File: src/rtl/pcecd_pkg.sv
// Shared types and constants for the PCE CD SCSI target: bus phases, bus bit masks,
// SCSI status codes and the CDB length decode.
package pcecd_pkg;

  typedef enum logic [2:0] {
    BUS_FREE,
    COMMAND,
    DATA_IN,
    STATUS,
    MESSAGE_IN
  } phase_t;

  localparam logic [7:0] BSY_MASK = 8'h80;
  localparam logic [7:0] REQ_MASK = 8'h40;
  localparam logic [7:0] MSG_MASK = 8'h20;
  localparam logic [7:0] CD_MASK  = 8'h10;
  localparam logic [7:0] IO_MASK  = 8'h08;

  localparam logic [7:0] STS_GOOD            = 8'h00;
  localparam logic [7:0] STS_CHECK_CONDITION = 8'h02;

  // The opcode group in bits [7:5] fixes the CDB length; reserved groups fall back to 6.
  function automatic logic [3:0] cdb_len(input logic [7:0] opcode);
    case (opcode[7:5])
      3'd0:       cdb_len = 4'd6;
      3'd1, 3'd2: cdb_len = 4'd10;
      3'd5:       cdb_len = 4'd12;
      default:    cdb_len = 4'd6;
    endcase
  endfunction

endpackage

File: src/rtl/pcecd_cmd_buf.sv
// Command descriptor capture: stores up to CMD_MAX bytes, decodes the CDB length from byte 0
// and holds cmd_valid until the drive controller takes the command.
module pcecd_cmd_buf
  import pcecd_pkg::*;
#(
  parameter int CMD_MAX = 12
) (
  input  logic                 clk,
  input  logic                 reset,
  input  logic                 clr,
  input  logic                 wr_en,
  input  logic [7:0]           wr_data,
  input  logic                 set_valid,
  input  logic                 cmd_ready,
  output logic                 have_byte,
  output logic                 full,
  output logic                 cmd_done,
  output logic                 cmd_valid,
  output logic [3:0]           cmd_len,
  output logic [CMD_MAX*8-1:0] cmd_bytes
);

  localparam int POS_W = $clog2(CMD_MAX + 1);

  logic [POS_W-1:0] pos;

  always_ff @(posedge clk) begin
    if (reset || clr) begin
      pos       <= '0;
      cmd_bytes <= '0;
      cmd_valid <= 1'b0;
      cmd_done  <= 1'b0;
    end else begin
      // ACKs beyond the buffer depth are dropped rather than wrapping over byte 0
      if (wr_en && (pos < POS_W'(CMD_MAX))) begin
        cmd_bytes[int'(pos)*8 +: 8] <= wr_data;
        pos                         <= pos + POS_W'(1);
      end
      if (set_valid) begin
        cmd_valid <= 1'b1;
        cmd_done  <= 1'b1;
      end else if (cmd_valid && cmd_ready) begin
        cmd_valid <= 1'b0;
      end
    end
  end

  assign have_byte = (pos != '0);
  assign cmd_len   = have_byte ? cdb_len(cmd_bytes[7:0]) : 4'd0;
  assign full      = (int'(pos) >= int'(cmd_len)) || (int'(pos) == CMD_MAX);

endmodule

File: src/rtl/pcecd_scsi_target.sv
// PCE CD SCSI target phase sequencer (COMMAND / DATA_IN / STATUS / MESSAGE_IN).
// Optional interrupt pulses are built when PCECD_TARGET_IRQ_EN is defined.
module pcecd_scsi_target
  import pcecd_pkg::*;
#(
  parameter int CMD_MAX = 12,
  parameter int CNT_W   = 16
) (
  input  logic                 clk,
  input  logic                 reset,
  input  logic                 scsi_sel,
  input  logic                 scsi_ack,
  input  logic                 scsi_rst,
  input  logic [7:0]           db_in,
  output logic                 bsy,
  output logic                 req,
  output logic                 msg,
  output logic                 cd,
  output logic                 io,
  output logic [7:0]           db_out,
  output logic                 cmd_valid,
  input  logic                 cmd_ready,
  output logic [3:0]           cmd_len,
  output logic [CMD_MAX*8-1:0] cmd_bytes,
  input  logic                 din_valid,
  input  logic [7:0]           din_data,
  input  logic                 din_last,
  output logic                 din_ready,
  input  logic                 sts_valid,
  input  logic [7:0]           sts_byte,
  input  logic [7:0]           msg_byte,
  output logic                 sts_ready,
  output logic [CNT_W-1:0]     xfer_count,
  output logic                 irq_xfer_ready,
  output logic                 irq_xfer_done
);

  phase_t     state;
  logic       last_q;
  logic [7:0] msg_q;
  logic       have_byte, full, cmd_done;
  logic       cap, set_valid, msg_release, buf_clr;

  assign cap         = (state == COMMAND) && req && scsi_ack;
  assign set_valid   = (state == COMMAND) && !req && !scsi_ack && have_byte && !cmd_done && full;
  assign msg_release = (state == MESSAGE_IN) && !req && !scsi_ack;
  assign buf_clr     = scsi_rst || msg_release;

  pcecd_cmd_buf #(.CMD_MAX(CMD_MAX)) u_cmd_buf (
    .clk       (clk),
    .reset     (reset),
    .clr       (buf_clr),
    .wr_en     (cap),
    .wr_data   (db_in),
    .set_valid (set_valid),
    .cmd_ready (cmd_ready),
    .have_byte (have_byte),
    .full      (full),
    .cmd_done  (cmd_done),
    .cmd_valid (cmd_valid),
    .cmd_len   (cmd_len),
    .cmd_bytes (cmd_bytes)
  );

`ifdef PCECD_TARGET_IRQ_EN
  logic stall_seen;
`endif

  always_ff @(posedge clk) begin
    if (reset || scsi_rst) begin
      state      <= BUS_FREE;
      {bsy, req, msg, cd, io} <= 5'b0;
      db_out     <= 8'h00;
      din_ready  <= 1'b0;
      sts_ready  <= 1'b0;
      xfer_count <= '0;
      last_q     <= 1'b0;
      msg_q      <= 8'h00;
`ifdef PCECD_TARGET_IRQ_EN
      irq_xfer_ready <= 1'b0;
      irq_xfer_done  <= 1'b0;
      stall_seen     <= 1'b0;
`endif
    end else begin
      din_ready <= 1'b0;
      sts_ready <= 1'b0;
`ifdef PCECD_TARGET_IRQ_EN
      irq_xfer_ready <= 1'b0;
      irq_xfer_done  <= 1'b0;
`endif
      case (state)
        BUS_FREE: begin
          if (scsi_sel) begin
            state <= COMMAND;
            bsy   <= 1'b1;
            cd    <= 1'b1;
            req   <= 1'b1;
          end
        end
        COMMAND: begin
          if (req && scsi_ack) begin
            req <= 1'b0;
          end else if (!req && !scsi_ack && have_byte && !cmd_done) begin
            if (!full) req <= 1'b1;
          end else if (!req && cmd_done && !cmd_valid) begin
            // Data takes priority over a status-only completion
            if (din_valid) begin
              state <= DATA_IN;
              io    <= 1'b1;
              cd    <= 1'b0;
            end else if (sts_valid) begin
              state     <= STATUS;
              sts_ready <= 1'b1;
              msg_q     <= msg_byte;
              db_out    <= sts_byte;
              cd        <= 1'b1;
              io        <= 1'b1;
              req       <= 1'b1;
            end
          end
        end
        DATA_IN: begin
          if (req && scsi_ack) begin
            req        <= 1'b0;
            xfer_count <= xfer_count + CNT_W'(1);
          end else if (!req && !scsi_ack) begin
            if (din_valid && !last_q) begin
              db_out    <= din_data;
              din_ready <= 1'b1;
              req       <= 1'b1;
              last_q    <= din_last;
`ifdef PCECD_TARGET_IRQ_EN
              stall_seen <= 1'b0;
`endif
            end else if (sts_valid) begin
              state     <= STATUS;
              sts_ready <= 1'b1;
              msg_q     <= msg_byte;
              db_out    <= sts_byte;
              cd        <= 1'b1;
              req       <= 1'b1;
`ifdef PCECD_TARGET_IRQ_EN
              irq_xfer_done <= 1'b1;
`endif
            end
`ifdef PCECD_TARGET_IRQ_EN
            else if (!last_q && !stall_seen) begin
              irq_xfer_ready <= 1'b1;
              stall_seen     <= 1'b1;
            end
`endif
          end
        end
        STATUS: begin
          if (req && scsi_ack) begin
            req <= 1'b0;
          end else if (!req && !scsi_ack) begin
            state  <= MESSAGE_IN;
            db_out <= msg_q;
            msg    <= 1'b1;
            req    <= 1'b1;
          end
        end
        MESSAGE_IN: begin
          if (req && scsi_ack) begin
            req <= 1'b0;
          end else if (!req && !scsi_ack) begin
            state      <= BUS_FREE;
            {bsy, req, msg, cd, io} <= 5'b0;
            db_out     <= 8'h00;
            xfer_count <= '0;
            last_q     <= 1'b0;
`ifdef PCECD_TARGET_IRQ_EN
            stall_seen <= 1'b0;
`endif
          end
        end
        default: state <= BUS_FREE;
      endcase
    end
  end

`ifndef PCECD_TARGET_IRQ_EN
  assign irq_xfer_ready = 1'b0;
  assign irq_xfer_done  = 1'b0;
`endif

endmodule
File: config.mk
export PLATFORM = sky130hd
export DESIGN_NAME = pcecd_scsi_target
export DESIGN_NICKNAME = d
export VERILOG_FILES = /design/src/rtl/pcecd_pkg.sv /design/src/rtl/pcecd_cmd_buf.sv /design/src/rtl/pcecd_scsi_target.sv
export SDC_FILE = /design/constraint.sdc
export NUM_CORES = 1
export LEC_CHECK = 0
export BUFFER_PORTS_ARGS = -buffer_cell sky130_fd_sc_hd__buf_2
export CAP_MARGIN = 25
export CORE_MARGIN = 5
export CORE_UTILIZATION = 57
export CTS_CLUSTER_DIAMETER = 40
export DETAILED_ROUTE_END_ITERATION = 8
export PLACE_DENSITY_LB_ADDON = 0.25
export SLEW_MARGIN = 0
export SYNTH_ARGS = -nofsm -noshare
export SYNTH_HDL_FRONTEND = slang
export SYNTH_SLANG_ARGS = --single-unit
export TNS_END_PERCENT = 5
File: constraint.sdc
create_clock -name clk -period 6.3 [get_ports clk]
set_input_delay 0.63 -clock clk [delete_from_list [all_inputs] [get_ports clk]]
set_output_delay 0.63 -clock clk [all_outputs]
set_load 0.1 [all_outputs]
==> key figures <==
Status
  – Status: finished clean

Setup path
  – Worst setup path end: cmd_len[1]
  – Worst Path Required: 5670 ps
  – Worst Setup Start Kind: register
  – Crit Path Class: reg2out
  – Worst EP arrival: 2590 ps
  – RR Startpoint: u_cmd_buf.pos[0]
  – RR Endpoint: req
  – R2R setup slack: 3160 ps
  – Worst Path Max Fanout: 19
  – Critical path origin: u_cmd_buf.pos[0]
  – Worst r2r path cells: 10
  – Critical Path End Type: primary output

Logic synthesis
  – Synthesis Warnings: 0
  – Top-area cell type share of the netlist area: 43.5%
  – Post-synth cell types: 76
  – Area leader, netlist: dfxtp_1
  – Sequential area share after synthesis: 43.5%
  – Synth Flop Type: dfxtp_1
  – Mean area per synthesized cell: 9.02 um^2
  – Post-synth EDFFs: 0
  – Mapped Area: 6680 um^2
  – Top area cells in the synthesized netlist: dfxtp_1 (43%), mux2i_1 (7.5%), nand3_1 (5.0%)
  – Xor and xnor area share after synthesis: 2.23%
  – Post-synthesis compound-gate area fraction: 13.6%
  – Largest family of logic cells by synthesized area: simple AND/OR/NAND/NOR gates
  – Mapped Cells: 740
  – Most common cell in the netlist: dfxtp_1
  – Multiplexer share of the synthesized area: 8.85%
  – Most frequent cells after synthesis: dfxtp_1 (145), nor2_1 (82), nand3_1 (67)
  – Synth async-reset ratio: 0%
  – Post-Synth Adder-Cell Area: 2.06%
  – #FFs+latches synth: 145
  – Simple-gate area share of the yosys netlist: 24.8%

Clock tree
  – Clock-pin slew on the worst setup and hold paths: 60 ps
  – Clock Tree Buf Depth: 2
  – CTS Root Cell: clkbuf_16
  – Htree depth: 4
  – Clock latency on the worst-skew pair: 430 ps
  – Clock tree sinks: 145
  – Post-cts sizing count: 0
  – TritonCTS buffer count: 17
  – CTS tree: yes
  – Setup Buffers After CTS: 0
  – CTS Hold Bufs: 0

Power
  – LEAKAGE: 3.70 nW
  – Flop pwr share: 44.4%
  – Net Sw Power: 460 uW
  – Net Sw Frac: 22.1%
  – Pwr Density: 256 nW/um^2
  – Cell Int Power: 1.62 mW
  – VDD IR max: 0.000237 V
  – Comb power frac: 5.1%
  – Clock power frac: 50.5%

Detailed routing
  – Post-DR wirelength/cell: 17.1 um
  – ANT nets after route: 0
  – Vias: 5,983
  – 1st-iter DRT viols: 597
  – Drt pass-1 iters: 5
  – WL final: 17.8 mm
  – Detail-routed via count per cell: 5.73
  – Drt drc: 0

STA
  – # setup viols final: 0
  – Slew headroom: 35.8%
  – Final WS setup: 3080 ps
  – Clk_skew: 8.54 ps
  – Period utilization: 51.1%
  – Slew @ Worst Pin: 959 ps
  – Hold Fails Final Rpt: 0
  – Max Clk Rate: 311 MHz
  – Setup TNS: 0 ps
  – Unrepaired setup endpoints after global routing: false
  – Slew Limit Fails: 0
  – Min Tclk post-route: 3220 ps

Floorplanning
  – Initial cell density of the core: 58.2%
  – Die area: 14,000 um^2
  – Row count: 39
  – Die Y: 118 um
  – Chip width: 118 um
  – Core area: 11,500 um^2
  – I/O pin total: 175

Final layout
  – N_diodes: 0
  – Area grow syn2layout: 21.6%
  – Share of layout cells above drive strength 1: 27.2%
  – Layout Nets: 942

Run
  – Maxcap violations: 0

Global routing
  – Vias in the first global route: 5,905
  – GRT Overall Usage: 25.1%
  – Initial antenna violation count: 0
  – Total grt overflow: 0
  – First-pass GRT wire length: 29.0 mm
  – Largest net degree at the start of global routing: 57

Min path
  – Hold crit path type: in2reg

Place
  – Port bufs: 171
  – HPWL reported at the end of detailed placement: 12.8 mm
  – Routability cong.: 0.933
  – Post-place setup slack: 3240 ps
[flip-flops by register name, summed over array words and instances (netlist names)]
signal	cells
u_cmd_buf.cmd_bytes	96
xfer_count	16
db_out	8
msg_q	8
u_cmd_buf.pos	4
state	3
bsy	1
cd	1
din_ready	1
io	1
last_q	1
msg	1
req	1
sts_ready	1
u_cmd_buf.cmd_done	1
u_cmd_buf.cmd_valid	1
[logic make-up (layout without fill, tap and decap cells)]
kind of cell,Yosys count,after routing
compound gates,142,142
xor+xnor,17,17
fa+ha+maj,11,11
buf+inv,63,223
flops,145,145
mux,58,58
other cells,1,3
simple gates,303,303
[metal layers]
| layer | wire, um | GRT usage, % |
|---|---|---|
| met5 | 0 | 0 |
| met1 | 7580 | 31.3 |
| met4 | 427 | 10.5 |
| met2 | 8300 | 40.0 |
| met3 | 1530 | 8.36 |
[cell usage in the layout (no fill, tap or decap), types with 3 or more instances in the layout]
master     synthesis  final
a21oi_1           27     26
bufinv_16          0      3
ha_1              11     11
nor2b_1            5      5
nand3b_1           4      4
and4_1             5      5
nor4b_1            3      3
nand3_2            4      4
buf_2             11    171
xor2_1             4      4
nand2_1           64     64
inv_1             16     16
and3_1             9      9
a32o_1             8      8
conb_1             1      3
nand3_4            4      4
o211ai_1           5      5
clkbuf_8           0      5
nor2_1            82     82
nand4_1            3      3
buf_4              9      5
a31oi_1           13     13
o21ai_1           33     33
nor3_1             9      9
and2_1            11     11
xnor2_1           13     13
nand2b_1           5      5
clkbuf_16          0     17
nand3_1           67     67
dfxtp_1          145    145
mux2_2             8      8
mux2i_1           50     50
o21ai_0           33     33
[how the worst min path moves through the flow]
stage,start,endpoint,depth (start not counted)
after global routing,msg_byte[3],msg_q[3],3
after CTS,msg_byte[6],msg_q[6],3
after detailed placement,u_cmd_buf.cmd_bytes[68],u_cmd_buf.cmd_bytes[68],2
after floorplan,last_q,last_q,2
final,msg_byte[6],msg_q[6],3
after global placement,u_cmd_buf.cmd_bytes[34],u_cmd_buf.cmd_bytes[34],2
[layout make-up]
class	instances	area (um^2)
timing repair buffer	176	893
sequential	145	2900
tap	143	179
clock inverter	8	125
inverter	16	60.1
fill	925	3350
multi-input combinational	534	3460
clock buffer	23	498
[metrics by stage]
step | power, mW | cell area, um^2 | hold WS (ps) | std cells | utilization [%]
after global placement | 1.05 | 7500 | 440 | 1014 | 65.4
final | 2.08 | 8120 | 447 | 1045 | 70.8
after CTS | 2.09 | 8120 | 437 | 1045 | 70.8
after global routing | 2.15 | 8120 | 454 | 1045 | 70.8
after detailed placement | 1.05 | 7500 | 449 | 1014 | 65.4
after floorplan | 1.02 | 6680 | 441 | 742 | -
[critical path, cell delays in order, from the launching register on]
cell and delay, ps:
dfxtp_1 750, inv_1 140, ha_1 340, and2_1 210, a31oi_1 230, buf_2 490
[power groups by stage]
| stage | logic, mW | clock network, mW | registers, mW |
|---|---|---|---|
| after floorplan | 0.0628 | 0 | 0.953 |
| after global placement | 0.104 | 0 | 0.944 |
| after detailed placement | 0.105 | 0 | 0.944 |
| after CTS | 0.106 | 1.06 | 0.924 |
| after global routing | 0.114 | 1.11 | 0.925 |
| final | 0.107 | 1.05 | 0.925 |
No activity file was read; power rests on OpenSTA's default activity.
